[src/rtl/fetch_unit.sv]
// Instruction fetch front end: one-outstanding-request memory sequencer feeding a small
// instruction FIFO, with redirect flush and halt on ECALL.
//
// state | meaning
// START | first cycle after reset, loads the initial fetch PC
// REQ   | request to memory while the buffer has room
// WAIT  | one request granted, waiting for its read data
// DROP  | granted request was redirected away, discard its read data
// HALT  | ECALL buffered, no further fetches until a redirect
module fetch_unit #(
   parameter int FIFO_DEPTH = 2
) (
   input  logic        clk_i,
   input  logic        rst_i,
   input  logic [31:0] pc_init_i,
   output logic        imem_req_o,
   output logic [31:0] imem_addr_o,
   input  logic        imem_gnt_i,
   input  logic        imem_rvalid_i,
   input  logic [31:0] imem_rdata_i,
   input  logic        redirect_i,
   input  logic [31:0] redirect_pc_i,
   output logic        instr_valid_o,
   output logic [31:0] instr_o,
   output logic [31:0] instr_pc_o,
   input  logic        instr_ready_i,
   output logic        halt_o
);

   localparam int PW = (FIFO_DEPTH > 1) ? $clog2(FIFO_DEPTH) : 1;
   localparam int CW = $clog2(FIFO_DEPTH + 1);
   localparam logic [CW-1:0] DEPTH_C = CW'(FIFO_DEPTH);
   localparam logic [PW-1:0] LAST_C  = PW'(FIFO_DEPTH - 1);
   localparam logic [6:0]    OP_I_ECALL = 7'b1110011;

   localparam logic [2:0] S_START = 3'd0;
   localparam logic [2:0] S_REQ   = 3'd1;
   localparam logic [2:0] S_WAIT  = 3'd2;
   localparam logic [2:0] S_DROP  = 3'd3;
   localparam logic [2:0] S_HALT  = 3'd4;

   logic [2:0]    r_state;
   logic [31:0]   r_fetch_pc;
   logic [31:0]   r_req_pc;
   logic [31:0]   r_mem_instr [FIFO_DEPTH];
   logic [31:0]   r_mem_pc    [FIFO_DEPTH];
   logic [PW-1:0] r_rd_ptr;
   logic [PW-1:0] r_wr_ptr;
   logic [CW-1:0] r_count;

   logic [2:0]  w_state_nxt;
   logic [31:0] w_fetch_pc_nxt;
   logic [31:0] w_req_pc_nxt;
   logic        w_req;
   logic        w_grant;
   logic        w_push;
   logic        w_pop;
   logic        w_ecall;
   logic [31:0] w_redir_pc;
   logic [31:0] w_init_pc;
   logic        w_unused_bits;

   function automatic logic [PW-1:0] ptr_inc(input logic [PW-1:0] p);
      return (p == LAST_C) ? '0 : p + PW'(1);
   endfunction

   assign w_unused_bits = ^{redirect_pc_i[1:0], pc_init_i[1:0]};

   always_comb begin
      w_req      = (r_state == S_REQ) && (r_count < DEPTH_C);
      w_grant    = w_req && imem_gnt_i;
      w_redir_pc = {redirect_pc_i[31:2], 2'b00};
      w_init_pc  = {pc_init_i[31:2], 2'b00};
      // Redirect kills both the word arriving and the word leaving this cycle.
      w_push     = (r_state == S_WAIT) && imem_rvalid_i && !redirect_i;
      w_pop      = (r_count != '0) && instr_ready_i && !redirect_i;
      w_ecall    = (imem_rdata_i[6:0] == OP_I_ECALL);
   end

   always_comb begin
      w_state_nxt    = r_state;
      w_fetch_pc_nxt = r_fetch_pc;
      w_req_pc_nxt   = r_req_pc;
      case (r_state)
         S_START: begin
            w_fetch_pc_nxt = redirect_i ? w_redir_pc : w_init_pc;
            w_state_nxt    = S_REQ;
         end
         S_REQ: begin
            if (w_grant) begin
               w_req_pc_nxt   = r_fetch_pc;
               w_fetch_pc_nxt = r_fetch_pc + 32'd4;
               w_state_nxt    = S_WAIT;
            end
            // A grant in the redirect cycle is still in flight and must be drained.
            if (redirect_i) begin
               w_fetch_pc_nxt = w_redir_pc;
               w_state_nxt    = w_grant ? S_DROP : S_REQ;
            end
         end
         S_WAIT: begin
            if (redirect_i) begin
               w_fetch_pc_nxt = w_redir_pc;
               w_state_nxt    = imem_rvalid_i ? S_REQ : S_DROP;
            end else if (imem_rvalid_i) begin
               w_state_nxt = w_ecall ? S_HALT : S_REQ;
            end
         end
         S_DROP: begin
            if (imem_rvalid_i) begin
               w_state_nxt = S_REQ;
            end
            if (redirect_i) begin
               w_fetch_pc_nxt = w_redir_pc;
            end
         end
         S_HALT: begin
            if (redirect_i) begin
               w_fetch_pc_nxt = w_redir_pc;
               w_state_nxt    = S_REQ;
            end
         end
         default: begin
            w_state_nxt = S_START;
         end
      endcase
   end

   always_ff @(posedge clk_i or posedge rst_i) begin
      if (rst_i) begin
         r_state    <= S_START;
         r_fetch_pc <= '0;
         r_req_pc   <= '0;
      end else begin
         r_state    <= w_state_nxt;
         r_fetch_pc <= w_fetch_pc_nxt;
         r_req_pc   <= w_req_pc_nxt;
      end
   end

   always_ff @(posedge clk_i or posedge rst_i) begin
      if (rst_i) begin
         for (int i = 0; i < FIFO_DEPTH; i++) begin
            r_mem_instr[i] <= '0;
            r_mem_pc[i]    <= '0;
         end
         r_rd_ptr <= '0;
         r_wr_ptr <= '0;
         r_count  <= '0;
      end else if (redirect_i) begin
         r_rd_ptr <= '0;
         r_wr_ptr <= '0;
         r_count  <= '0;
      end else begin
         if (w_push) begin
            r_mem_instr[r_wr_ptr] <= imem_rdata_i;
            r_mem_pc[r_wr_ptr]    <= r_req_pc;
            r_wr_ptr              <= ptr_inc(r_wr_ptr);
         end
         if (w_pop) begin
            r_rd_ptr <= ptr_inc(r_rd_ptr);
         end
         if (w_push && !w_pop) begin
            r_count <= r_count + CW'(1);
         end else if (!w_push && w_pop) begin
            r_count <= r_count - CW'(1);
         end
      end
   end

   assign imem_req_o    = w_req;
   assign imem_addr_o   = r_fetch_pc;
   assign instr_valid_o = (r_count != '0);
   assign instr_o       = r_mem_instr[r_rd_ptr];
   assign instr_pc_o    = r_mem_pc[r_rd_ptr];
   assign halt_o        = (r_state == S_HALT);

endmodule

[config.mk]
export PLATFORM = sky130hd
export DESIGN_NAME = fetch_unit
export DESIGN_NICKNAME = d
export VERILOG_FILES = /design/src/rtl/fetch_unit.sv
export SDC_FILE = /design/constraint.sdc
export NUM_CORES = 1
export LEC_CHECK = 0
export CAP_MARGIN = 30
export CORE_UTILIZATION = 52
export CTS_CLUSTER_SIZE = 28
export DETAILED_ROUTE_END_ITERATION = 16
export GPL_ROUTABILITY_DRIVEN = 0
export GPL_TIMING_DRIVEN = 0
export MAX_ROUTING_LAYER = met4
export PLACE_DENSITY = 0.87
export SETUP_SLACK_MARGIN = 0.3
export SYNTH_ARGS = -nofsm -noshare
export SYNTH_HDL_FRONTEND = slang
export SYNTH_SLANG_ARGS = --single-unit
[constraint.sdc]
create_clock -name clk_i -period 10.7 [get_ports clk_i]
set_input_delay 3.21 -clock clk_i [delete_from_list [all_inputs] [get_ports clk_i]]
set_output_delay 3.21 -clock clk_i [all_outputs]
set_load 0.03 [all_outputs]
# == Word level (Yosys, flattened, before mapping) ==
# Cells that the tools add are included.
# op_classes
addsub,5
magnitude_cmp,4
eq_ne,10
mux,34
n_bitwise,3
n_reduce_logical,23
# op_table
operator,count
2-to-1 mux 32 bit,11
bitwise mux 64 bit,2
one-hot mux 32 bit (3 select lines),1
adder 32 x 3 -> 32 bit (second input constant),1
demux 32 bit (select 1 bit),1
2-to-1 mux 3 bit,7
one-hot mux 3 bit (5 select lines),1
2-to-1 mux 2 bit,5
logical AND 1 bit,9
equality test 7 bit (second input constant),1
equality test 3 x 2 -> 1 bit (second input constant),2
2-to-1 mux 1 bit,6
inequality test 3 bit (second input constant),2
nonzero test 2 bit,3
nonzero test 3 bit,2
>= comparator 2 bit (second input constant),2
inequality test 2 bit (second input constant),2
inverter 1 -> 2 bit,2
AND reduction 2 bit,2
AND reduction 4 bit,1
equality test 3 x 1 -> 1 bit (second input constant),1
equality test 3 bit (second input constant),1
zero test 1 bit,3
zero test 3 bit,1
9 further kinds,10
# word_totals
register_bits,199
inputBits,102
output_inout_bits,99
wordCells,89

# == Depth between registers and ports, before layout ==
# Gate-level depths: netlist of the first run.
# depth
ltp_word,8
depth_mapped,8
depth_no_buf,6

# == Worst setup path before layout of the first run ==
# Ideal clock, no wire load.
# synth_path
kind,register to output
from,register r_state[2]
to,output halt_o
arrival_ns,1.609
t_required_ns,7.490
setup_slack_ns,5.881
stages_incl_launch_ff,5
cell_sequence,dfrtp_1 > clkbuf_1 > buf_1 > clkbuf_1 > and2_1
# synth_via
elab_chain_cells,1
# synth_lines
element,line,text
"start, declared",42,logic [2:0] r_state;
"start signal, assigned",135,r_state <= w_state_nxt;
equality test 3 bit,176,assign halt_o = (r_state == S_HALT);
"end, declared",27,output logic halt_o
# Every way passes these cells.

# == Final worst setup path of the first run ==
# Same ends and word-level chain as after synthesis.

==> impl_results.md, run 1 <==
- First drt pass iteration count: 8
- Synthesized netlist cell count: 858
- Syn avg cell area: 11.55 sq um
- Synth area leaders: dfrtp_1, mux2_2, o21ai_0
- Startpoint types: flop
- Setup bufs post-CTS: 0
- Setup crit end kind: primary output
- Post-synthesis async set-or-reset flop share: 100.0%
- Post-synth top area share: 48.24%
- Hold Buf Count CTS: 0
- RSZ-0062 raised after global routing: false
- # clock sinks: 191
- Critical R2R Launch: r_state[1]
- Die height: 140.0 um
- Largest fanout on the critical path: 10
- Seq/Total Area, Yosys: 48.24%
- Final period util: 58.86%
- Ys Warns: 0
- Top cells by count, synth: mux2_2, dfrtp_1, nor2_1
- Die width: 140.0 um
- PwrDens: 270.9 nW/um^2
- Antenna violations before repair: 0
- Max Root-Sink Buffers: 2
- CTS tree: yes
- WP data arrival: 3.09 ns
- VDD IR-drop max: 0.1187 mV
- Final Hold Viols: 0
- Routed wire per std cell: 20.44 um
- Pins over their slew limit: 0
- Max incr delay on CP: 0.67 ns
- Slowest cell on the critical path: clkdlybuf4s50_1
- Post-CTS resize count: 0
- DP HPWL: 19,570 um
- Hold depth: 1
- Crit-path cells: clkbuf_1, buf_1, clkbuf_1, and2_1, clkdlybuf4s50_1
- Cell leakage power: 5.507 nW
- Post-synth EDFFs: 0
- Setup Slack @ Placement: 4.636 ns
- Fin worst setup slack: 4.402 ns
- Core Region: 18,710 sq um
- Worst slew pin tran: 0.8574 ns
- Layout Area Growth over Synthesis: 28.67%
- Rel. slew slack: 42.84%
- Flop-to-flop setup slack: 7.87 ns
- CTS clk-pin slew, worst paths: 0.07 ns
- GRT Total Usage: 28.74%
- WP data required: 7.49 ns
- Setup tns final: 0 ns
- Final setup viols: 0
- Main synth FF type: dfrtp_1
- Total number of vias: 8,110
- Pin count of the biggest net entering global routing: 138
- Vias in the first global route: 7,991
- Synthesized cell area: 9907 sq um
- Drc violations: 0
- Grt ovf: 0
- Max Clock Freq: 158.8 MHz
- Antenna diode count: 0
- Initial DRC count: 942
- Die area: 19,610 sq um
- Final non-filler cell total: 1,319
- Max cap viols: 0
- Clock Skews: 0.009825 ns
- Via density: 6.149
- I/O pin count: 201
- Worst Hold Launch: r_mem_instr[28]
- HP Class: reg -> reg
- Cells after DPL: 1,288
- Root buffer cell: clkbuf_16
- Crit-path most repeated cell: clkbuf_1
- Type of the worst setup path: reg -> out
- Status: finished clean
- Initial Util: 52.96%
- FP Rows: 50
- Count leader, synth: mux2_2
- Min cycle time layout: 6.298 ns
- CTS Buf Count: 17
- Top cell type by total area after synthesis: dfrtp_1
- Worst r2r path cells: 6
- Yosys reg bits: 191
- Total Wirelength: 26,960 um
- First-pass GRT wire length: 42,610 um
- # nets final: 1,176
- H-tree levels: 4
- Share of cells above drive strength 1: 25.90%
- Cell variety after synth: 74
- IO buf count: 192
- Worst Hold Endpoint: r_mem_instr[28]
- Reg-to-Reg End: r_mem_pc[60]
- Worst-skew pair later-pin latency: 0.43 ns
- ANT nets after route: 0
- Total power: 0.003453 W
## worst max-delay path: cells and delay by family (launching register included)
kind / cells / cell delay [ns]
buffers and inverters: 4 / 1.97
AND/OR/NAND/NOR: 1 / 0.22
flip-flops: 1 / 0.48
## power breakdown
part           internal, W  leakage [nW]  switching (W)
registers         0.000966          2.47       0.000248
clock network     0.000351         0.276       0.000270
logic             0.000748          2.76       0.000869
## layout make-up
class,instances,area (sq um)
sequential,191,4780
inverter,13,56.30
tap,234,292.8
fill,1364,5958
multi-input combinational,593,4815
clock inverter,12,136.4
timing repair buffer,193,1949
buffer,64,275.3
clock buffer,19,442.9
## worst max-delay path by stage
stage / from / to / slack (ns) / cells after the start
finish: r_state[2] / halt_o / 4.40 / 5
global route: r_state[2] / halt_o / 4.31 / 5
global placement: rst_i / imem_addr_o[4] / 0.04 / 2
detailed placement: redirect_i / r_mem_instr[23] / 4.64 / 7
floorplan: rst_i / imem_addr_o[10] / 2.29 / 1
CTS: r_state[2] / halt_o / 4.50 / 5
## flip-flops by register name (all words and copies together), names as in the netlist
| name | count |
|---|---|
| r_count | 2 |
| r_mem_pc | 60 |
| r_req_pc | 30 |
| r_mem_instr | 64 |
| r_rd_ptr | 1 |
| r_wr_ptr | 1 |
| r_state | 3 |
| imem_addr_o | 30 |
## stage by stage
step / utilization (%) / hold slack (ns) / cell area (sq um)
global placement: 64.86 / 0.4804 / 12130
detailed placement: 65.05 / 0.4878 / 12170
CTS: 68.15 / 0.5021 / 12750
floorplan: - / 0.4737 / 9918
global route: 68.15 / 0.5113 / 12750
finish: 68.15 / 0.5011 / 12750
## cell usage in the layout (no fill, tap or decap), types with 6 or more instances in the layout
cell type	n
a21oi_1	30
nor2_1	48
xor2_1	8
or3_1	7
nor2b_1	8
clkbuf_16	17
mux2i_1	6
nor4_1	7
inv_1	12
xnor2_1	9
buf_1	6
nand4_1	7
nor3_1	14
o21ai_0	45
nand3_1	17
a211oi_1	7
a22oi_1	12
a22o_1	7
and3_1	7
mux2_2	217
clkdlybuf4s50_1	192
a211o_1	8
clkbuf_1	44
a221oi_1	14
buf_2	10
dfrtp_1	191
nand2_1	29
## per-layer routing
layer / vias up / track usage [%] / routed length [um] / part of all wire [%]
li1: 3617 / - / - / -
met3: 86 / 5.949 / 2326 / 8.6
met4: 0 / 11.28 / 706 / 2.6
met1: 3896 / 36.46 / 10980 / 41
met5: - / - / 0 / 0
met2: 511 / 45.21 / 12950 / 48
## cell families after synthesis
kind of cell	Yosys count	synth area share (%)
AOI/OAI and AO/OA	171	11.82
buffers and inverters	77	3.271
and+or+nand+nor	177	9.725
xor gates and xnor gates	17	1.503
DFF	191	48.24
other	1	0.03785
adders and majority gates	1	0.1263
muxes	223	25.27
No activity file was read; power rests on OpenSTA's default activity.
==> inputs of run 2 (changes only) <==
--- a/config.mk
+++ b/config.mk
@@ -6,13 +6,13 @@
 export NUM_CORES = 1
 export LEC_CHECK = 0
 export CAP_MARGIN = 30
-export CORE_UTILIZATION = 52
+export CORE_UTILIZATION = 47
 export CTS_CLUSTER_SIZE = 28
 export DETAILED_ROUTE_END_ITERATION = 16
 export GPL_ROUTABILITY_DRIVEN = 0
 export GPL_TIMING_DRIVEN = 0
 export MAX_ROUTING_LAYER = met4
-export PLACE_DENSITY = 0.87
+export PLACE_DENSITY = 0.83
 export SETUP_SLACK_MARGIN = 0.3
 export SYNTH_ARGS = -nofsm -noshare
 export SYNTH_HDL_FRONTEND = slang
==> constraint.sdc (replaced) <==
create_clock -name clk_i -period 5.5 [get_ports clk_i]
set_input_delay 1.65 -clock clk_i [delete_from_list [all_inputs] [get_ports clk_i]]
set_output_delay 1.65 -clock clk_i [all_outputs]
set_load 0.03 [all_outputs]
==> run 2 against run 1 <==
Against the previous run:
- worst setup slack worse by 3.6 ns
- first-iteration DRC count down 12%
- wire length up 1.4%
- largest cell class unchanged
- worst hold slack about the same
- non-clock buffer count up 4
- highest routed layer unchanged
- core utilization down 5.1 points
==> impl_results.md, run 2 (synthesis gave the netlist of run 1 again) <==
- Pin count of the biggest net entering global routing: 44
- Crit-path cells: clkbuf_1, buf_1, clkbuf_1, and2_1, clkdlybuf4s50_1
- Cell leakage power: 5.546 nW
- Max cap viols: 0
- Root buffer cell: clkbuf_16
- First drt pass iteration count: 5
- Min cycle time layout: 4.736 ns
- Vias in the first global route: 7,890
- Crit-path most repeated cell: clkbuf_1
- Commonest non-fill, non-tap cell in the layout: mux2_2
- ANT nets after route: 0
- Die height: 147.2 um
- First-pass GRT wire length: 43,470 um
- # nets final: 1,180
- CTS tree: yes
- VDD IR-drop max: 0.2060 mV
- Largest fanout on the critical path: 10
- GRT Total Usage: 26.63%
- RSZ-0062 raised after global routing: false
- Worst slew pin tran: 0.8017 ns
- Antenna diode count: 0
- Clock Skews: 0.01985 ns
- Slowest cell on the critical path: clkdlybuf4s50_1
- Share of cells above drive strength 1: 26.33%
- Total power: 0.006746 W
- CTS clk-pin slew, worst paths: 0.08 ns
- Total number of vias: 8,134
- Die width: 147.2 um
- Post-CTS resize count: 0
- Total Wirelength: 27,340 um
- Worst r2r path cells: 6
- Crit path to: halt_o
- Fin worst setup slack: 0.7639 ns
- Core Util, Final: 63.06%
- Flop-to-flop setup slack: 2.71 ns
- Worst-skew pair later-pin latency: 0.44 ns
- Grt ovf: 0
- DP HPWL: 19,950 um
- Rel. slew slack: 46.55%
- Hold Buf Count CTS: 0
- Setup crit end kind: primary output
- Reg-to-Reg End: r_mem_instr[63]
- Max incr delay on CP: 0.67 ns
- FP Rows: 52
- Max Root-Sink Buffers: 2
- Die area: 21,660 sq um
- H-tree levels: 4
- Pins over their slew limit: 0
- Bufs and invs on worst path: 4
- Setup bufs post-CTS: 0
- Max Clock Freq: 211.1 MHz
- Origin of the worst setup path: r_state[2]
- # clock sinks: 191
- Final Hold Viols: 0
- Startpoint types: flop
- Status: finished clean
- Final hold slack: 0.5014 ns
- Initial Util: 48.49%
- Max FFs per register: 64
- Final setup viols: 0
- Final period util: 86.11%
- Most flop-heavy register: r_mem_instr
- WP data arrival: 3.09 ns
- Critical R2R Launch: r_state[1]
- Setup tns final: 0 ns
- Drc violations: 0
- WP data required: 3.85 ns
- Via density: 5.981
- PwrDens: 523.6 nW/um^2
- IO buf count: 192
- Type of the worst setup path: reg -> out
- Top delay family on crit path: buffers and inverters
- Regs by FF count: r_mem_instr: 64 flops, r_mem_pc: 60 flops
- CTS Buf Count: 17
- HP Class: reg -> reg
- Commonest cells after routing, fill and taps aside: mux2_2, clkdlybuf4s50_1, dfrtp_1
- Setup Slack @ Placement: 0.9991 ns
- Layout Area Growth over Synthesis: 30.03%
- Critical Path Stages: 5
- Initial DRC count: 829
- Routed wire per std cell: 20.11 um
- Antenna violations before repair: 0
- I/O pin count: 201
- Core Region: 20,430 sq um
run 2: cell types whose count changed in the layout (fill, tap and decap cells not counted), sizes merged:
cell    change
buf         +4
inv         +2
bufinv      -1
clkbuf      -2
clkinv      +2
run 2: how the worst min path moves through the flow:
| stage | to | startpoint | cells after the start |
|---|---|---|---|
| floorplan | r_mem_instr[30] | r_mem_instr[30] | 1 |
| global placement | r_mem_instr[1] | r_mem_instr[1] | 1 |
| detailed placement | r_mem_pc[23] | r_mem_pc[23] | 1 |
| CTS | r_mem_pc[23] | r_mem_pc[23] | 1 |
| global route | r_mem_pc[23] | r_mem_pc[23] | 1 |
| finish | r_mem_instr[9] | r_mem_instr[9] | 1 |
run 2: per-stage QoR:
step,std cells,cell area (sq um)
2_1_floorplan,861,9922
3_3_place_gp,1323,12180
3_5_place_dp,1328,12280
4_1_cts,1360,12880
5_1_grt,1360,12880
6_report,1360,12880
run 2: layer usage:
layer	wire length (um)	global-route usage [%]	up-vias
li1	-	-	3629
met1	11340	35.24	3997
met2	13030	41.77	447
met3	2319	4.348	61
met4	655	8.711	0
met5	0	-	-
run 2: where the power goes:
part	total, W	switching, W	internal (W)	leakage (nW)
combinational	0.00314	0.00168	0.00146	2.79
clock	0.00125	0.000600	0.000650	0.287
sequential	0.00235	0.000476	0.00188	2.47
total	0.00675	0.00276	0.00399	5.55
run 2: area by class of cell:
| type | count | area (sq um) |
|---|---|---|
| timing repair buffer | 197 | 2022 |
| sequential | 191 | 4780 |
| buffer | 64 | 275.3 |
| clock inverter | 15 | 175.2 |
| inverter | 13 | 52.55 |
| tap | 270 | 337.8 |
| fill | 1586 | 7547 |
| multi-input combinational | 593 | 4815 |
| clock buffer | 17 | 425.4 |
==> RTL edit: new RTL, settings of run 1 <==
The parameter `FIFO_DEPTH` goes from 2 to 1.
--- a/src/rtl/fetch_unit.sv
+++ b/src/rtl/fetch_unit.sv
@@ -9,5 +9,5 @@
 // HALT  | ECALL buffered, no further fetches until a redirect
 module fetch_unit #(
-   parameter int FIFO_DEPTH = 2
+   parameter int FIFO_DEPTH = 1
 ) (
    input  logic        clk_i,
Check against the original RTL: not equivalent (Yosys sat finds a counterexample within 4 cycles, from zero or initial values and one cycle with rst_i high).
==> RTL edit against run 1 <==
Sequential power decreased by 26%. Via count is 21% lower. Design area is 26% lower. Worst setup slack improved by 410 ps. First-iteration DRC count shrank 11%. Fmax up 6.9%. Power down 15%. Clock power rose by 1%. Sequential share of layout area is 3.9 points lower. Combinational power shrank 13%. Routed wire length down 21%. Area after synthesis shrank 34%. Hold slack improved by 0.97 ps. Sequential cell count down 65. Largest cell class is now registers. Largest power group unchanged. Highest routed layer unchanged.
==> RTL edit: results (changes against run 1) <==
* VDD IR max at 153 uV (+29%)
* Largest net degree at the start of global routing at 72 (-48%)
* CP max stage delay at 690 ps (+20 ps)
* Yosys cell types at 68 (-8.1%)
* Post-Layout Inst Area at 9390 um2 (-26%)
* Leakage power at 3.84 nW (-30%)
* Synth cell count leaders: 126 x dfrtp_1, 90 x mux2_2, 49 x o21ai_0, 42 x nand2_1, 40 x nor2_1
* Max reg flops at 32 (-50%)
* Synth top area cells: dfrtp_1 48%, mux2_2 15%, o21ai_0 3.7%
* Via count at 6445 (-21%)
* Placed Area at 8730 um2 (-28%)
* Worst R2R End: r_mem_pc[7]
* Final net count at 939 (-20%)
* R2R setup slack at 7980 ps (+110 ps)
* First DRT Iteration DRCs at 840 (-11%)
* Worst-path maximum fanout at 9 (-1)
* Share of layout cells above drive strength 1 at 19.3% (-6.6 points)
* Outcome: finished, final reports clean
* Sequential share of the synthesized area at 48.1% (-0.16 points)
* Final Routed Wirelength at 21200 um (-21%)
* Min-Delay Startpoint: r_req_pc[29]
* GRT Overall Usage at 33.8% (+5.1 points)
* Slew of the pin with the lowest slew margin at 952 ps (+94.7 ps)
* First-pass GRT wire length at 32800 um (-23%)
* Hold-critical path endpoint: r_mem_pc[29]
* Worst Skew at 7.11 ps (-2.71 ps)
* Worst EP arrival at 2680 ps (-410 ps)
* Number of global-route vias before repair at 6353 (-20%)
* HPWL after detailed placement at 14900 um (-24%)
* Rows at 40 (-20%)
-- RTL edit: cell types whose count changed after synthesis, sizes merged, moves of 7 or more --
| cell | change |
|---|---|
| nor2 | -8 |
| mux2 | -127 |
| a221oi | -9 |
| a21oi | -11 |
| nand2 | +14 |
| dfrtp | -65 |
| clkbuf | -24 |
| o211ai | +7 |
-- RTL edit: logic make-up (layout without fill, tap and decap cells) --
group | count (synthesis) | in the layout | share of synthesized area [%]
simple gates | 167 | 167 | 13.3
compound gates | 162 | 162 | 16.7
flops | 126 | 126 | 48.1
mux | 90 | 90 | 15.5
buf+inv | 58 | 283 | 4.04
xor+xnor | 16 | 16 | 2.14
fa+ha+maj | 1 | 1 | 0.191
other cells | 1 | 4 | 0.0572
-- RTL edit: through the flow --
stage / setup slack, ps / cells / hold WS, ps / total power, mW
2_1_floorplan: 4130 / 624 / 444 / 1.70
3_3_place_gp: 2570 / 984 / 459 / 2.22
3_5_place_dp: 4850 / 985 / 483 / 2.28
4_1_cts: 4860 / 1017 / 502 / 2.92
5_1_grt: 4690 / 1017 / 513 / 3.06
6_report: 4810 / 1017 / 502 / 2.94
-- RTL edit: layout make-up --
type,instances,area share (%)
clock inverters,9,1.65
multi-input cells,440,33.6
clock buffers,23,5.31
plain buffers,46,2.35
well taps,168,2.24
flip-flops and latches,126,33.6
repair buffers,193,20.8
inverters,12,0.533
-- RTL edit: where the power goes --
| part | switching [mW] | internal [mW] | total, mW |
|---|---|---|---|
| Combinational | 0.790 | 0.616 | 1.41 |
| Sequential | 0.199 | 0.700 | 0.899 |
| Clock | 0.210 | 0.421 | 0.630 |
| Total | 1.20 | 1.74 | 2.94 |
-- RTL edit: worst max-delay path by stage --
stage	cells past startpoint	startpoint	to
4_1_cts	5	r_state[0]	imem_req_o
6_report	5	r_state[0]	imem_req_o
5_1_grt	5	r_state[0]	imem_req_o
3_5_place_dp	5	redirect_i	r_mem_pc[10]
3_3_place_gp	2	rst_i	r_mem_instr[3]
2_1_floorplan	1	rst_i	imem_addr_o[10]
-- RTL edit: worst reg2reg max path: cells and delay by family (launching register included) --
family        cells  cell delay, ps
mux               1             400
flops             1             360
simple gates      3            1180
buf+inv           2             650
-- RTL edit: per-layer routing --
metal  vias up  track usage [%]  wire (um)  share of wire [%]
met5         -                -          0                  0
met4         0             18.5       1120                5.3
met3       148             8.95       2410                 11
met2       554             54.0      10100                 48
met1      2997             39.0       7580                 36
li1       2746                -          -                  -
